`src/rtl/systolic_feeder.sv`:
```
// Systolic array feeder: loads one weight per PE row through the north port, then
// streams activation vectors into per-row skewed west lanes and drains them.
module systolic_feeder #(
   parameter int ROWS = 9
) (
   input  logic              i_clk,
   input  logic              i_rst_n,
   input  logic              i_start,
   input  logic              i_wt_valid,
   input  logic [7:0]        i_wt_data,
   output logic              o_wt_ready,
   input  logic              i_act_valid,
   input  logic [ROWS*8-1:0] i_act_data,
   input  logic              i_act_last,
   output logic              o_act_ready,
   output logic [ROWS*9-1:0] o_west_data,
   output logic [31:0]       o_north_data,
   output logic              o_busy,
   output logic              o_done
);

   typedef enum logic [2:0] {
      IDLE,
      LOAD_W,
      STREAM,
      DRAIN,
      DONE
   } state_t;

   localparam logic [3:0] LAST_IDX = 4'(ROWS - 1);

   state_t     state, state_nxt;
   logic [3:0] cnt, cnt_nxt;   // weight handshakes in LOAD_W, elapsed cycles in DRAIN
   logic       wt_fire;
   logic       act_fire;

   assign o_wt_ready  = (state == LOAD_W);
   assign o_act_ready = (state == STREAM);
   assign o_busy      = (state != IDLE);
   assign o_done      = (state == DONE);

   assign wt_fire  = i_wt_valid & o_wt_ready;
   assign act_fire = i_act_valid & o_act_ready;

   // NOTE: every variable gets its hold value before the case so no path leaves it unassigned (no latch).
   always_comb begin
      state_nxt = state;
      cnt_nxt   = cnt;
      case (state)
         IDLE: begin
            if (i_start) begin
               state_nxt = LOAD_W;
               cnt_nxt   = '0;
            end
         end
         LOAD_W: begin
            if (wt_fire) begin
               if (cnt == LAST_IDX) begin
                  state_nxt = STREAM;
                  cnt_nxt   = '0;
               end else begin
                  cnt_nxt = cnt + 4'd1;
               end
            end
         end
         STREAM: begin
            if (act_fire && i_act_last) begin
               state_nxt = DRAIN;
               cnt_nxt   = '0;
            end
         end
         DRAIN: begin
            // Lane ROWS-1 emits the final vector in the last DRAIN cycle.
            if (cnt == LAST_IDX) begin
               state_nxt = DONE;
               cnt_nxt   = '0;
            end else begin
               cnt_nxt = cnt + 4'd1;
            end
         end
         DONE:    state_nxt = IDLE;
         default: state_nxt = IDLE;
      endcase
   end

   // NOTE: sequential state uses non-blocking assignments so all flops update from pre-edge values.
   always_ff @(posedge i_clk or negedge i_rst_n) begin
      if (!i_rst_n) begin
         state        <= IDLE;
         cnt          <= '0;
         o_north_data <= '0;
      end else begin
         state        <= state_nxt;
         cnt          <= cnt_nxt;
         o_north_data <= wt_fire ? {24'h0, i_wt_data} : 32'h0;
      end
   end

   // Lane r is a shift register of depth r+1, which produces the diagonal skew.
   for (genvar r = 0; r < ROWS; r++) begin : g_lane
      logic [8:0] sr [r+1];
      logic [8:0] inj;

      assign inj = act_fire ? {1'b1, i_act_data[(ROWS-r)*8-1 -: 8]} : 9'h000;

      // NOTE: lane stages are ordinary flops, so reset clears them and a mid-job abort discards in-flight data.
      always_ff @(posedge i_clk or negedge i_rst_n) begin
         if (!i_rst_n) begin
            for (int s = 0; s <= r; s++) sr[s] <= '0;
         end else begin
            sr[0] <= inj;
            for (int s = 1; s <= r; s++) sr[s] <= sr[s-1];
         end
      end

      assign o_west_data[(ROWS-r)*9-1 -: 9] = sr[r];
   end

endmodule

```
`config.mk`:
```
export PLATFORM = sky130hd
export DESIGN_NAME = systolic_feeder
export DESIGN_NICKNAME = d
export VERILOG_FILES = /design/src/rtl/systolic_feeder.sv
export SDC_FILE = /design/constraint.sdc
export NUM_CORES = 1
export LEC_CHECK = 0
export BUFFER_PORTS_ARGS = -buffer_cell sky130_fd_sc_hd__buf_2
export CORE_MARGIN = 1
export CORE_UTILIZATION = 55
export CTS_BUF_LIST = sky130_fd_sc_hd__clkbuf_8
export DETAILED_ROUTE_END_ITERATION = 7
export GPL_TIMING_DRIVEN = 0
export PLACE_DENSITY = 0.88
export SLEW_MARGIN = 40
export SYNTH_ARGS = -nofsm -noshare
export SYNTH_HDL_FRONTEND = slang
export SYNTH_SLANG_ARGS = --single-unit
```
`constraint.sdc`:
```
create_clock -name i_clk -period 1.6 [get_ports i_clk]
set_input_delay 0.32 -clock i_clk [delete_from_list [all_inputs] [get_ports i_clk]]
set_output_delay 0.32 -clock i_clk [all_outputs]
set_load 0.02 [all_outputs]
```
==> impl_metrics.json, run 1 <==
{
  "cts_inserted_buffers": 55,
  "clkLatencyLatePin_ns": 0.57,
  "use_met2_pct": 36.0,
  "port_buffers": 178,
  "wl_um": 20400,
  "clock_path_buffers": 3,
  "fp.dieArea_um2": 21100,
  "start_util_pct": 55.9,
  "nets": 1051,
  "fill_cells": 1202,
  "post-place-cells": 1096,
  "path_clk_slew_ns": 0.05,
  "period_minus_slack_ns": 1.89,
  "cellLeakagePower_nw": 8.53,
  "fin_cells": 1272,
  "fp-row-count": 52,
  "vias": 5680,
  "crit_path_start_kind": "flop",
  "worst-setup-path-type": "reg2out",
  "grt_max_degree": 79,
  "netlist_instances": 620,
  "fp.dieW_um": 145,
  "drtIter0Drc": 219,
  "yosysUniqueCellTypes": 35,
  "gr-usage-all-layers_pct": 20.1,
  "fmaxAchievable_ghz": 0.528,
  "syn_area_per_cell_um2": 18.2,
  "htree_levels": 2,
  "critPathArrivalTime_ns": 1.57,
  "period_share_pct": 118,
  "syn-cell-area_um2": 11300,
  "reg2reg_slack_ns": 0.16,
  "cap_violations": 0,
  "hold_slack_ns": 0.0280,
  "post_drt_wl_per_cell_um": 16.1,
  "timing.final.ws_setup_ns": -0.292,
  "tightest_slew_ns": 0.683,
  "via_per_inst": 4.47,
  "synthArstFlopShare_pct": 100,
  "status": "finished with violations",
  "rsz0062_at_grt": "true",
  "peakVddDrop_mv": 1.10,
  "endpoint_kind": "primary output",
  "grt_pass1_vias": 6212,
  "drive_gt1_share_pct": 38.8,
  "drc": 0,
  "area_growth_pct": 30.4,
  "drv_slew": 0,
  "io_pins": 203,
  "drt-pass1-iter-count": 5,
  "setup_viol": 4,
  "powerDensity_nw_per_um2": 1380,
  "finalClockSkew_ns": 0.0262,
  "tritoncts": "yes",
  "path_max_fanout": 6,
  "hold_viol_final": 0,
  "place_congestion": 0.814,
  "final_util_pct": 73.0,
  "grt.busiest_layer": "met2",
  "yosysSeqAreaShare_pct": 85.2,
  "overflow": 0,
  "die_h_um": 145,
  "hold_class": "in2reg",
  "relSlewSlack_pct": 54.5,
  "clock-sinks": 384,
  "synth_edf_count": 0,
  "use_met1_pct": 22.9,
  "grt_pass1_wl_um": 31900,
  "gr-usage-met3_pct": 4.97,
  "synth-main-ff-cell": "dfrtp_1",
  "ys_warn_count": 0,
  "ant_nets": 0,
  "post-dp-hpwl_um": 11900,
  "synth-seq-cells": 384,
  "cts-root-buf": "clkbuf_8",
  "antenna_found_initial": 2,
  "required_ns": 1.28,
  "violations": "negative setup slack",
  "core_um2": 20200
}
[layout by cell type (no fill, tap or decap), types with 3 or more instances in the layout]
master / count
dlygate4sd3_1: 64
nand2b_1: 3
and3_1: 81
conb_1: 24
buf_6: 16
buf_2: 168
clkbuf_8: 65
inv_1: 25
a21oi_1: 3
buf_4: 110
buf_16: 5
dfrtp_1: 383
buf_12: 4
clkbuf_1: 8
[repair_timing]
item,in CTS,in global routing
hold buffers,63,4
pin swaps,2,3
gates resized for setup,12,13
endpoints found under the hold margin,201,4
setup endpoints to repair,5,95
buffers inserted,6,8
gates cloned,0,1
[critical path: stages, from the launching register on]
cell	delay [ns]
dfrtp_1	0.37
buf_6	0.14
or3_4	0.38
buf_6	0.14
[final timing paths]
kind                                     to        startpoint  cells after the start
min reg2reg                g_lane[7].sr[55]  g_lane[7].sr[64]                      0
max reg2reg                g_lane[4].sr[38]          state[0]                      5
min                        g_lane[2].sr[20]    i_act_data[50]                      2
max                                  o_busy          state[0]                      3
max in group asynchronous  g_lane[7].sr[52]           i_rst_n                      7
min in group asynchronous  g_lane[4].sr[16]           i_rst_n                      5
[cells in the mapped netlist, types with 2 or more instances]
library cell  count  share of area (%)
and3_1           81                4.5
a21oi_1           3               0.13
nand2_1           2              0.067
o2bb2ai_1         2               0.16
clkbuf_1          8               0.27
buf_4            98                6.5
inv_1             2              0.067
dfrtp_1         384                 85
nand2b_1          3               0.17
buf_6             8               0.80
nor2b_1           2               0.11
o211ai_1          2               0.13
nor2_1            2              0.067
ha_1              2               0.22
[metrics by stage]
step                setup WS (ns)  power [mW]   TNS, ns  cell area, um2
floorplan                   0.235        12.0         0           11400
global placement            -6.49        12.6  -2478.21           12600
detailed placement         -0.158        12.8     -2.53           12700
CTS                        -0.328        20.3     -1.20           14600
global route               -0.355        21.3     -1.31           14700
finish                     -0.292        20.4    -0.963           14700
[logic make-up (layout without fill, tap and decap cells)]
family / Yosys count / count (layout) / synth area share (%)
AO/OA/AOI/OAI: 14 / 14 / 1.04
AND/OR/NAND/NOR: 101 / 101 / 5.82
buffers and inverters: 118 / 475 / 7.73
adder cells (fa/ha/maj): 2 / 2 / 0.222
other: 1 / 26 / 0.0332
flip-flops: 384 / 384 / 85.2
[metal layers]
layer,vias to the layer above,share of wire (%),wire length (um)
li1,2568,-,-
met1,2862,37,7610
met2,203,54,11100
met3,47,5.9,1200
met4,0,2.6,526
met5,-,0,0
[flip-flops by register name, summed over array words and instances, names as in the netlist]
register      cells
g_lane.sr       297
o_west_data      72
o_north_data      8
cnt               4
state             3
[power breakdown]
group	switching [mW]	internal, mW
clock network	3.35	3.84
logic	1.38	1.27
registers	0.225	10.3
[area by class of cell]
class                           instances  area [um2]  share of cell area, %
Sequential cell                       384        9610                   65.3
Timing Repair Buffer                  264        1920                   13.1
Multi-Input combinational cell        141         908                   6.17
Clock buffer                           65         895                   6.08
Buffer                                114         860                   5.84
Tap cell                              270         338                   2.30
Clock inverter                         29         161                   1.10
Inverter                                3        16.3                  0.111
Antenna cell                            2        5.00                 0.0340
(Power assumes the default switching activity.)
==> run 2: changes to the inputs <==
--- a/config.mk
+++ b/config.mk
@@ -7,11 +7,11 @@
 export LEC_CHECK = 0
 export BUFFER_PORTS_ARGS = -buffer_cell sky130_fd_sc_hd__buf_2
 export CORE_MARGIN = 1
-export CORE_UTILIZATION = 55
+export CORE_UTILIZATION = 57
 export CTS_BUF_LIST = sky130_fd_sc_hd__clkbuf_8
 export DETAILED_ROUTE_END_ITERATION = 7
 export GPL_TIMING_DRIVEN = 0
-export PLACE_DENSITY = 0.88
+export PLACE_DENSITY = 0.9
 export SLEW_MARGIN = 40
 export SYNTH_ARGS = -nofsm -noshare
 export SYNTH_HDL_FRONTEND = slang
==> run 2 against run 1 <==
Net effect: the flow finishes with violations (negative hold slack, negative setup slack); non-clock buffer count up 3; register-to-register slack worse by 0.09 ns; clock skew down 0.0019 ns; core utilization up 2.9 points; design area up 0.35%; sequential share of layout area down 0.23 points; routed wire length up 1.8%; clock power up 3.8%; via count up 1.4%; critical path type unchanged; highest routed layer is now met5.
==> impl_metrics.json, run 2 (synthesized netlist as in run 1, its figures left out) <==
{
  "status": "finished with violations",
  "violations": "negative hold slack, negative setup slack",
  "drive_gt1_share_pct": 38.6,
  "hold_viol_final": 50,
  "pwr-share-clk_pct": 36.3,
  "io_pins": 203,
  "clock-sinks": 384,
  "port_buffers": 178,
  "setup_viol": 4,
  "drtIter0Drc": 186,
  "fp-row-count": 51,
  "path_max_fanout": 5,
  "via_per_inst": 4.52,
  "peakVddDrop_mv": 1.35,
  "timing.final.ws_setup_ns": -0.263,
  "tightest_slew_ns": 0.667,
  "place_congestion": 0.762,
  "fp.dieArea_um2": 20400,
  "drv_slew": 0,
  "endpoint_kind": "primary output",
  "clkLatencyLatePin_ns": 0.57,
  "worstRegToRegCells": 7,
  "wl_um": 20800,
  "required_ns": 1.28,
  "place_ws_ns": -0.139,
  "seq_power_share_pct": 51.4,
  "fill_cells": 1026,
  "antenna_found_initial": 3,
  "finalClockSkew_ns": 0.0243,
  "post-dp-hpwl_um": 11600,
  "final_cell_mix": "383 x dfrtp_1, 164 x buf_2, 109 x buf_4, 81 x and3_1, 74 x dlygate4sd3_1",
  "hold_class": "in2async",
  "cap_violations": 0,
  "gr-usage-all-layers_pct": 21.3,
  "nets": 1056,
  "cts_inserted_buffers": 57,
  "area_growth_pct": 30.8,
  "powerDensity_nw_per_um2": 1390,
  "final_util_pct": 75.9,
  "start_util_pct": 58.0,
  "clock_path_buffers": 3,
  "path_clk_slew_ns": 0.07,
  "worstSetupStartpoint": "state[0]",
  "drt-pass1-iter-count": 4,
  "power_mw": 20.5,
  "overflow": 0,
  "layout_commonest_cell": "dfrtp_1",
  "p_sw_share_pct": 24.3,
  "critPathArrivalTime_ns": 1.54,
  "cts-root-buf": "clkbuf_8",
  "grt_pass1_wl_um": 32000,
  "htree_levels": 2,
  "worst-setup-path-type": "reg2out",
  "cellLeakagePower_nw": 8.53,
  "fin_cells": 1274,
  "ant_nets": 0,
  "comb_power_share_pct": 12.3,
  "rsz0062_at_grt": "true",
  "timing.rr.start": "state[0]",
  "tritoncts": "yes",
  "grt_max_degree": 85,
  "fmaxAchievable_ghz": 0.537,
  "period_share_pct": 116,
  "largest_reg_flops": 297,
  "crit_path_start_kind": "flop",
  "post-place-cells": 1091,
  "rr_endpoint": "cnt[1]",
  "grt_pass1_vias": 6345,
  "core_um2": 19500,
  "die_h_um": 143,
  "fp.dieW_um": 143,
  "p_int_mw": 15.5,
  "post_drt_wl_per_cell_um": 16.3,
  "drc": 0,
  "vias": 5762,
  "power_switching_mw": 4.99,
  "reg2reg_slack_ns": 0.07,
  "hold_slack_ns": -0.351,
  "relSlewSlack_pct": 55.5,
  "regMostFlops": "g_lane.sr",
  "period_minus_slack_ns": 1.86
}
run 2: cell count changes in the layout (fill, tap and decap cells not counted), sizes merged:
cell	change
clkinv	+3
inv	-1
dlygate4sd3	+10
clkinvlp	-1
buf	-5
clkbuf	+1
run 2: worst max-delay path, stage by stage (launching register included):
cell and delay (ns):
dfrtp_1 0.37, buf_6 0.12, or3_4 0.36, buf_6 0.14
run 2: per-stage QoR:
stage	setup TNS, ns	hold WS [ns]	cell area, um2
2_1_floorplan	0	0.0244	11400
3_3_place_gp	-2425.80	0.331	12600
3_5_place_dp	-11.32	0.256	12700
4_1_cts	-1.08	-0.358	14700
5_1_grt	-1.19	-0.355	14800
6_report	-0.871	-0.351	14800
run 2: layer usage:
metal / up-vias / track usage, % / wire length, um
met5: - / 0 / 11
met4: 2 / 9.45 / 678
met3: 56 / 6.20 / 1210
met2: 198 / 37.3 / 11300
met1: 2927 / 24.2 / 7570
li1: 2579 / - / -
run 2: what timing repair did:
action,CTS,global route
setup endpoints to repair,7,12
hold endpoints to repair,121,53
pin swaps,1,3
resized for setup,15,18
setup buffers,6,3
hold buffers,71,3
run 2: worst max-delay path by stage:
stage	to	cells past startpoint
after detailed placement	cnt[0]	4
after global placement	cnt[0]	1
after floorplan	o_wt_ready	2
after global routing	o_act_ready	5
final	o_busy	3
after CTS	o_busy	3
run 2: cell type report:
type / instances / area (um2) / share of cell area (%)
Antenna cell: 2 / 5.00 / 0.0339
Buffer: 115 / 871 / 5.90
Clock buffer: 68 / 936 / 6.34
Clock inverter: 30 / 171 / 1.16
Inverter: 3 / 11.3 / 0.0763
Multi-Input combinational cell: 141 / 912 / 6.18
Sequential cell: 384 / 9610 / 65.1
Tap cell: 265 / 332 / 2.25
Timing Repair Buffer: 266 / 1920 / 13.0
run 2: power groups by stage:
stage / sequential [mW] / clock [mW] / combinational [mW]
after floorplan: 10.7 / 0 / 1.27
after global placement: 10.6 / 0 / 1.92
after detailed placement: 10.7 / 0 / 2.06
after CTS: 10.5 / 7.62 / 2.36
after global routing: 10.6 / 8.16 / 2.70
final: 10.5 / 7.45 / 2.51
